<file path="src/rtl/wishbone_master_burst_if.sv">
// Classic Wishbone bus between the burst master and a slave, named from the master's side.
interface wishbone_master_burst_if #(
  parameter int unsigned DATA_WIDTH = 32,
  parameter int unsigned ADDR_WIDTH = 32
);
  localparam int unsigned SEL_W = DATA_WIDTH / 8;

  logic [ADDR_WIDTH-1:0] adr_o;
  logic [DATA_WIDTH-1:0] dat_o;
  logic [DATA_WIDTH-1:0] dat_i;
  logic                  we_o;
  logic [SEL_W-1:0]      sel_o;
  logic                  cyc_o;
  logic                  stb_o;
  logic                  ack_i;
  logic                  err_i;

  modport master (
    output adr_o, dat_o, we_o, sel_o, cyc_o, stb_o,
    input  dat_i, ack_i, err_i
  );

  modport slave (
    input  adr_o, dat_o, we_o, sel_o, cyc_o, stb_o,
    output dat_i, ack_i, err_i
  );
endinterface

</file>
<file path="src/rtl/wishbone_master_burst.sv">
// Wishbone burst master: one command becomes a cyc-framed burst of stb beats
// with per-beat write fetch, read return, and err/timeout abort with status.
module wishbone_master_burst #(
  parameter int unsigned DATA_WIDTH     = 32,
  parameter int unsigned ADDR_WIDTH     = 32,
  parameter int unsigned LEN_W          = 4,
  parameter int unsigned ADDR_STRIDE    = 4,
  parameter int unsigned TIMEOUT_CYCLES = 255
) (
  input  logic                  clk_i,
  input  logic                  rst_i,
  input  logic                  cmd_valid_i,
  output logic                  cmd_ready_o,
  input  logic                  cmd_we_i,
  input  logic [ADDR_WIDTH-1:0] cmd_addr_i,
  input  logic [LEN_W-1:0]      cmd_len_i,
  input  logic [DATA_WIDTH-1:0] wr_data_i,
  input  logic                  wr_data_valid_i,
  output logic                  wr_data_ready_o,
  output logic [DATA_WIDTH-1:0] rd_data_o,
  output logic                  rd_data_valid_o,
  output logic                  done_o,
  output logic                  err_o,
  output logic [LEN_W:0]        beats_o,
  output logic                  busy_o,
  wishbone_master_burst_if.master wb
);
  localparam int unsigned SEL_W = DATA_WIDTH / 8;
  localparam int unsigned TMO_W = (TIMEOUT_CYCLES > 1) ? $clog2(TIMEOUT_CYCLES) : 1;
  localparam logic [TMO_W-1:0] TMO_LAST =
    TMO_W'((TIMEOUT_CYCLES == 0) ? 0 : TIMEOUT_CYCLES - 1);
  localparam logic [ADDR_WIDTH-1:0] STRIDE = ADDR_WIDTH'(ADDR_STRIDE);

  typedef enum logic [1:0] {IDLE, WFETCH, STROBE, FINISH} state_e;

  state_e                state_q;
  logic                  we_q;
  logic [ADDR_WIDTH-1:0] addr_q;
  logic [LEN_W-1:0]      len_q;
  logic [LEN_W:0]        cnt_q;
  logic [TMO_W-1:0]      tmo_q;
  logic                  abort_q;
  logic [DATA_WIDTH-1:0] dat_q;
  logic [DATA_WIDTH-1:0] rd_data_q;
  logic                  rd_valid_q;

  logic tmo_hit;
  logic last_beat;

  // Abort on the TIMEOUT_CYCLES-th strobe cycle without a response.
  assign tmo_hit   = (TIMEOUT_CYCLES != 0) && (tmo_q == TMO_LAST);
  assign last_beat = (cnt_q == {1'b0, len_q});

  always_ff @(posedge clk_i) begin
    if (rst_i) begin
      state_q    <= IDLE;
      we_q       <= 1'b0;
      addr_q     <= '0;
      len_q      <= '0;
      cnt_q      <= '0;
      tmo_q      <= '0;
      abort_q    <= 1'b0;
      dat_q      <= '0;
      rd_data_q  <= '0;
      rd_valid_q <= 1'b0;
    end else begin
      rd_valid_q <= 1'b0;
      case (state_q)
        IDLE: begin
          if (cmd_valid_i) begin
            we_q    <= cmd_we_i;
            addr_q  <= cmd_addr_i;
            len_q   <= cmd_len_i;
            cnt_q   <= '0;
            tmo_q   <= '0;
            abort_q <= 1'b0;
            state_q <= cmd_we_i ? WFETCH : STROBE;
          end
        end
        WFETCH: begin
          if (wr_data_valid_i) begin
            dat_q   <= wr_data_i;
            state_q <= STROBE;
          end
        end
        STROBE: begin
          tmo_q <= tmo_q + 1'b1;
          // err wins over a simultaneous ack; the aborted beat is not counted.
          if (wb.err_i || tmo_hit) begin
            abort_q <= 1'b1;
            state_q <= FINISH;
          end else if (wb.ack_i) begin
            if (!we_q) begin
              rd_data_q  <= wb.dat_i;
              rd_valid_q <= 1'b1;
            end
            cnt_q  <= cnt_q + 1'b1;
            addr_q <= addr_q + STRIDE;
            tmo_q  <= '0;
            if (last_beat) begin
              state_q <= FINISH;
            end else if (we_q) begin
              state_q <= WFETCH;
            end
          end
        end
        FINISH: state_q <= IDLE;
        default: state_q <= IDLE;
      endcase
    end
  end

  assign cmd_ready_o     = (state_q == IDLE);
  assign wr_data_ready_o = (state_q == WFETCH);
  assign busy_o          = (state_q != IDLE);
  assign done_o          = (state_q == FINISH);
  assign err_o           = (state_q == FINISH) && abort_q;
  assign beats_o         = cnt_q;
  assign rd_data_o       = rd_data_q;
  assign rd_data_valid_o = rd_valid_q;

  assign wb.cyc_o = (state_q == WFETCH) || (state_q == STROBE);
  assign wb.stb_o = (state_q == STROBE);
  assign wb.we_o  = we_q && wb.cyc_o;
  assign wb.adr_o = addr_q;
  assign wb.dat_o = dat_q;
  assign wb.sel_o = {SEL_W{wb.stb_o}};
endmodule

</file>
<file path="src/flat_wrapper.sv">
// flat-port wrapper written by rule: the top's interface ports become plain ports
module wishbone_master_burst_flat 
#(
  parameter int unsigned DATA_WIDTH     = 32,
  parameter int unsigned ADDR_WIDTH     = 32,
  parameter int unsigned LEN_W          = 4,
  parameter int unsigned ADDR_STRIDE    = 4,
  parameter int unsigned TIMEOUT_CYCLES = 255
)
  (clk_i, rst_i, cmd_valid_i, cmd_ready_o, cmd_we_i, cmd_addr_i, cmd_len_i, wr_data_i, wr_data_valid_i, wr_data_ready_o, rd_data_o, rd_data_valid_o, done_o, err_o, beats_o, busy_o, wb_adr_o, wb_dat_o, wb_we_o, wb_sel_o, wb_cyc_o, wb_stb_o, wb_dat_i, wb_ack_i, wb_err_i);
  wishbone_master_burst_if #(.DATA_WIDTH(DATA_WIDTH), .ADDR_WIDTH(ADDR_WIDTH)) wb_i ();
  input  logic clk_i;
  input  logic rst_i;
  input  logic cmd_valid_i;
  output logic cmd_ready_o;
  input  logic cmd_we_i;
  input  logic [ADDR_WIDTH-1:0] cmd_addr_i;
  input  logic [LEN_W-1:0] cmd_len_i;
  input  logic [DATA_WIDTH-1:0] wr_data_i;
  input  logic wr_data_valid_i;
  output logic wr_data_ready_o;
  output logic [DATA_WIDTH-1:0] rd_data_o;
  output logic rd_data_valid_o;
  output logic done_o;
  output logic err_o;
  output logic [LEN_W:0] beats_o;
  output logic busy_o;
  output wire logic [$bits(wb_i.adr_o)-1:0] wb_adr_o;
  output wire logic [$bits(wb_i.dat_o)-1:0] wb_dat_o;
  output wire logic [$bits(wb_i.we_o)-1:0] wb_we_o;
  output wire logic [$bits(wb_i.sel_o)-1:0] wb_sel_o;
  output wire logic [$bits(wb_i.cyc_o)-1:0] wb_cyc_o;
  output wire logic [$bits(wb_i.stb_o)-1:0] wb_stb_o;
  input wire logic [$bits(wb_i.dat_i)-1:0] wb_dat_i;
  input wire logic [$bits(wb_i.ack_i)-1:0] wb_ack_i;
  input wire logic [$bits(wb_i.err_i)-1:0] wb_err_i;
  assign wb_adr_o = wb_i.adr_o;
  assign wb_dat_o = wb_i.dat_o;
  assign wb_we_o = wb_i.we_o;
  assign wb_sel_o = wb_i.sel_o;
  assign wb_cyc_o = wb_i.cyc_o;
  assign wb_stb_o = wb_i.stb_o;
  assign wb_i.dat_i = wb_dat_i;
  assign wb_i.ack_i = wb_ack_i;
  assign wb_i.err_i = wb_err_i;
  wishbone_master_burst #(.DATA_WIDTH(DATA_WIDTH), .ADDR_WIDTH(ADDR_WIDTH), .LEN_W(LEN_W), .ADDR_STRIDE(ADDR_STRIDE), .TIMEOUT_CYCLES(TIMEOUT_CYCLES)) u_core (.clk_i(clk_i), .rst_i(rst_i), .cmd_valid_i(cmd_valid_i), .cmd_ready_o(cmd_ready_o), .cmd_we_i(cmd_we_i), .cmd_addr_i(cmd_addr_i), .cmd_len_i(cmd_len_i), .wr_data_i(wr_data_i), .wr_data_valid_i(wr_data_valid_i), .wr_data_ready_o(wr_data_ready_o), .rd_data_o(rd_data_o), .rd_data_valid_o(rd_data_valid_o), .done_o(done_o), .err_o(err_o), .beats_o(beats_o), .busy_o(busy_o), .wb(wb_i));
endmodule
</file>
<file path="config.mk">
export PLATFORM = sky130hd
export DESIGN_NAME = wishbone_master_burst_flat
export DESIGN_NICKNAME = d
export VERILOG_FILES = /design/src/rtl/wishbone_master_burst_if.sv /design/src/rtl/wishbone_master_burst.sv /design/src/flat_wrapper.sv
export SDC_FILE = /design/constraint.sdc
export NUM_CORES = 1
export LEC_CHECK = 0
export BUFFER_PORTS_ARGS = -buffer_cell sky130_fd_sc_hd__buf_2
export CORE_MARGIN = 1
export CORE_UTILIZATION = 35
export DETAILED_ROUTE_END_ITERATION = 8
export SLEW_MARGIN = 15
export SYNTH_ARGS = -nofsm -noshare
export SYNTH_HDL_FRONTEND = slang
export SYNTH_SLANG_ARGS = --single-unit
</file>
<file path="constraint.sdc">
create_clock -name clk_i -period 2.7 [get_ports clk_i]
set_clock_uncertainty 0.05 [all_clocks]
set_input_delay 0.405 -clock clk_i [delete_from_list [all_inputs] [get_ports clk_i]]
set_output_delay 0.405 -clock clk_i [all_outputs]
set_load 0.05 [all_outputs]
</file>
==> results.md <==
* Status: completed
* Row cnt at 44
* Critical path's slowest cell: or3b_2
* WHS Path Cells at 3
* First-pass GRT wire length at 26.1 mm
* CP startpoint kind: flip-flop
* DRT iter0 DRCs at 357
* # Max-Cap Violations at 0
* N_diodes at 0
* Fill cell count at 1496
* # DRC at 0
* Yosys warnings at 0
* Initial antenna violation count at 0
* Gr usage total at 20.8%
* Register bit total from synthesis at 118
* Required time of the critical path at 2.93 ns
* Setup CP Type: flip-flop to flip-flop
* Max Slew Vio Count at 0
* Slew Limit Headroom at 64.0%
* Most frequent cells in the layout: buf_2 (219), dfxtp_1 (118), nand2_1 (106), nor2_1 (64), a21oi_1 (52)
* Resized cells post-CTS at 0
* Static leakage at 3.47 nW
* Fin crit period at 2.35 ns
* Drt total wl at 16.3 mm
* Post-synthesis cell count at 629
* Die area at 15900 um2
* Max clock buf depth at 2
* Pwr dens at 1080 nW/um2
* Routed Antenna Nets at 0
* Total CTS buffers at 17
* Clock root buffer: clkbuf_16
* Least-Margin Pin Slew at 0.536 ns
* Hold Slack at 0.164 ns
* CTS Hold Bufs at 0
* Crit-path cells: inv_1 -> ha_1 -> nor2b_1 -> o21ai_0 -> or3b_2 -> buf_4 -> mux2i_1 -> nor2_1
* Worst path top cell family by delay: simple AND/OR/NAND/NOR gates
* Setup violators final at 0
* Max stage delay on crit path at 0.49 ns
* Synth unique cells at 58
* Layout cells sized above 1 at 32.7%
* Via Count at 5245
* Area growth syn-to-layout at 35.4%
* Crit path DAT at 2.59 ns
* Top_reg_cell synth: dfxtp_1
* Most common cell after layout, fill and taps aside: buf_2
* Setup TNS at 0 ns
* CTS tree: yes
* Worst vdd ir at 0.000450 V
* Total gr overflow at 0
* Vias in the first global route at 5032
* Port Buffers at 220
* Crit path max fanout at 33
* Via density at 5.05
* Clock transition at path regs at 0.06 ns
* Crit path depth at 8
* Gpl congestion at 0.786
* Top Ports at 221
* Hold Crit Class: primary input to flip-flop
* Syn Nets at 745
* Number of synthesized flops with an enable pin at 0
* Core area at 14800 um2
* Fmax at 425 MHz
* Clock Latency Late Sink at 0.41 ns
* Fin crit share at 87.1%
* Syn_area_per_cell at 8.54 um2
* Avg WL per Cell at 15.7 um
* Fin. Hold Viols at 0
* Asr flop ratio synth at 0%
* Cell area after synthesis at 5370 um2
* CP endpoint kind: flip-flop
* H-tree depth at 4
* Clock sink total at 118
* DR pass1 iterations at 4
* Final net count at 958
* Reg2Reg Depth at 8
* Height of the chip at 126 um
* Setup repair bufs after CTS at 0
* Initial Util at 36.4%
* Largest net degree at the start of global routing at 44
* RSZ-0062 raised after global routing: no
* Worst Path Buf+Inv at 2
* Sequential-to-total area share from yosys stat at 44.0%
* Die W at 126 um
* DP HPWL at 11.8 mm
* Total power at 7.88 mW
[power by group]
group / switching, mW / internal [mW] / leakage [nW]
Combinational: 2.23 / 0.900 / 2.21
Clock: 0.862 / 1.55 / 0.301
Sequential: 0.323 / 2.01 / 0.959
Total: 3.41 / 4.47 / 3.47
[Yosys cell counts, types with 2 or more instances]
| cell | instances | area [um2] |
|---|---|---|
| dfxtp_1 | 118 | 2360 |
| nand2_1 | 106 | 398 |
| nor2_1 | 64 | 240 |
| a21oi_1 | 52 | 260 |
| mux2i_1 | 47 | 470 |
| clkbuf_1 | 26 | 97.6 |
| nand3_1 | 21 | 105 |
| o22ai_1 | 17 | 106 |
| a22oi_1 | 15 | 113 |
| nand4_1 | 14 | 87.6 |
| nor3_1 | 11 | 55.1 |
| inv_1 | 10 | 37.5 |
| xor2_1 | 10 | 87.6 |
| a31oi_1 | 9 | 56.3 |
| ha_1 | 9 | 113 |
| buf_4 | 8 | 60.1 |
| buf_2 | 7 | 35.0 |
| and3_1 | 6 | 37.5 |
| o21ai_0 | 6 | 30.0 |
| xnor2_1 | 6 | 52.6 |
| a211oi_1 | 4 | 30.0 |
| nand3b_1 | 4 | 30.0 |
| and2_1 | 3 | 18.8 |
| and4_1 | 3 | 26.3 |
| mux2_2 | 3 | 33.8 |
| nor2b_1 | 3 | 18.8 |
| nor4_1 | 3 | 18.8 |
| o2111ai_1 | 3 | 26.3 |
| o21a_1 | 3 | 22.5 |
| or3_1 | 3 | 18.8 |
| a221oi_1 | 2 | 17.5 |
| nand2b_1 | 2 | 12.5 |
| nor3b_1 | 2 | 15.0 |
| nor4b_1 | 2 | 17.5 |
| o211ai_1 | 2 | 15.0 |
| o21ba_2 | 2 | 20.0 |
| o221ai_1 | 2 | 17.5 |
[tightest hold or removal path, stage by stage]
cell and delay (ns):
buf_2 0.07, mux2i_1 0.05, nor2_1 0.07
[flip-flops by register name, summed over array words and instances (netlist names)]
signal                  count
u_core.we_q                 1
u_core.abort_q              1
u_core.len_q                4
u_core.rd_data_valid_o      1
u_core.wb.dat_o            32
u_core.rd_data_o           32
u_core.beats_o              5
u_core.state_q              2
u_core.tmo_q                8
u_core.wb.adr_o            32
[final timing paths]
kind	from	endpoint	slack (ns)
max	u_core.state_q[0]	u_core.rd_data_o[9]	0.35
min	wb_dat_i[5]	u_core.rd_data_o[5]	0.16
max reg2reg	u_core.state_q[0]	u_core.rd_data_o[9]	0.35
min reg2reg	u_core.wb.dat_o[22]	u_core.wb.dat_o[22]	0.40
[routing by layer]
layer / share of wire [%] / GRT usage (%) / vias to the layer above / wire (um)
li1: - / - / 2643 / -
met1: 44 / 25.9 / 2397 / 7120
met2: 47 / 33.3 / 190 / 7650
met3: 8.1 / 7.52 / 15 / 1330
met4: 1.4 / 7.02 / 0 / 230
met5: 0 / 0 / - / 0
[area by class of cell]
type                            instances  area, um2  share of cell area [%]
Clock buffer                           18        429                    5.90
Clock inverter                         14        201                    2.77
Inverter                               10       37.5                   0.516
Multi-Input combinational cell        459       2780                    38.2
Sequential cell                       118       2360                    32.5
Tap cell                              184        230                    3.16
Timing Repair Buffer                  236       1240                    17.0
[per-stage QoR]
| stage | std cells | setup slack, ns | instance area (um2) | util, % |
|---|---|---|---|---|
| 6_report | 1039 | 0.348 | 7270 | 49.3 |
| 5_1_grt | 1039 | 0.133 | 7270 | 49.3 |
| 4_1_cts | 1039 | 0.340 | 7270 | 49.3 |
| 3_5_place_dp | 1007 | 0.339 | 6640 | 45.0 |
| 3_3_place_gp | 1007 | 0.411 | 6640 | 45.0 |
| 2_1_floorplan | 629 | 0.0817 | 5370 | - |
[cells by family (layout without fill, tap and decap cells)]
kind of cell    after synthesis  after routing  share of synthesized area [%]
fa+ha+maj                     9              9                           2.10
simple gates                259            259                           23.0
compound gates              125            125                           14.6
buf+inv                      52            278                           4.35
flops                       118            118                           44.0
xor+xnor                     16             16                           2.61
mux                          50             50                           9.38
Power figures use the tool's default switching activity.
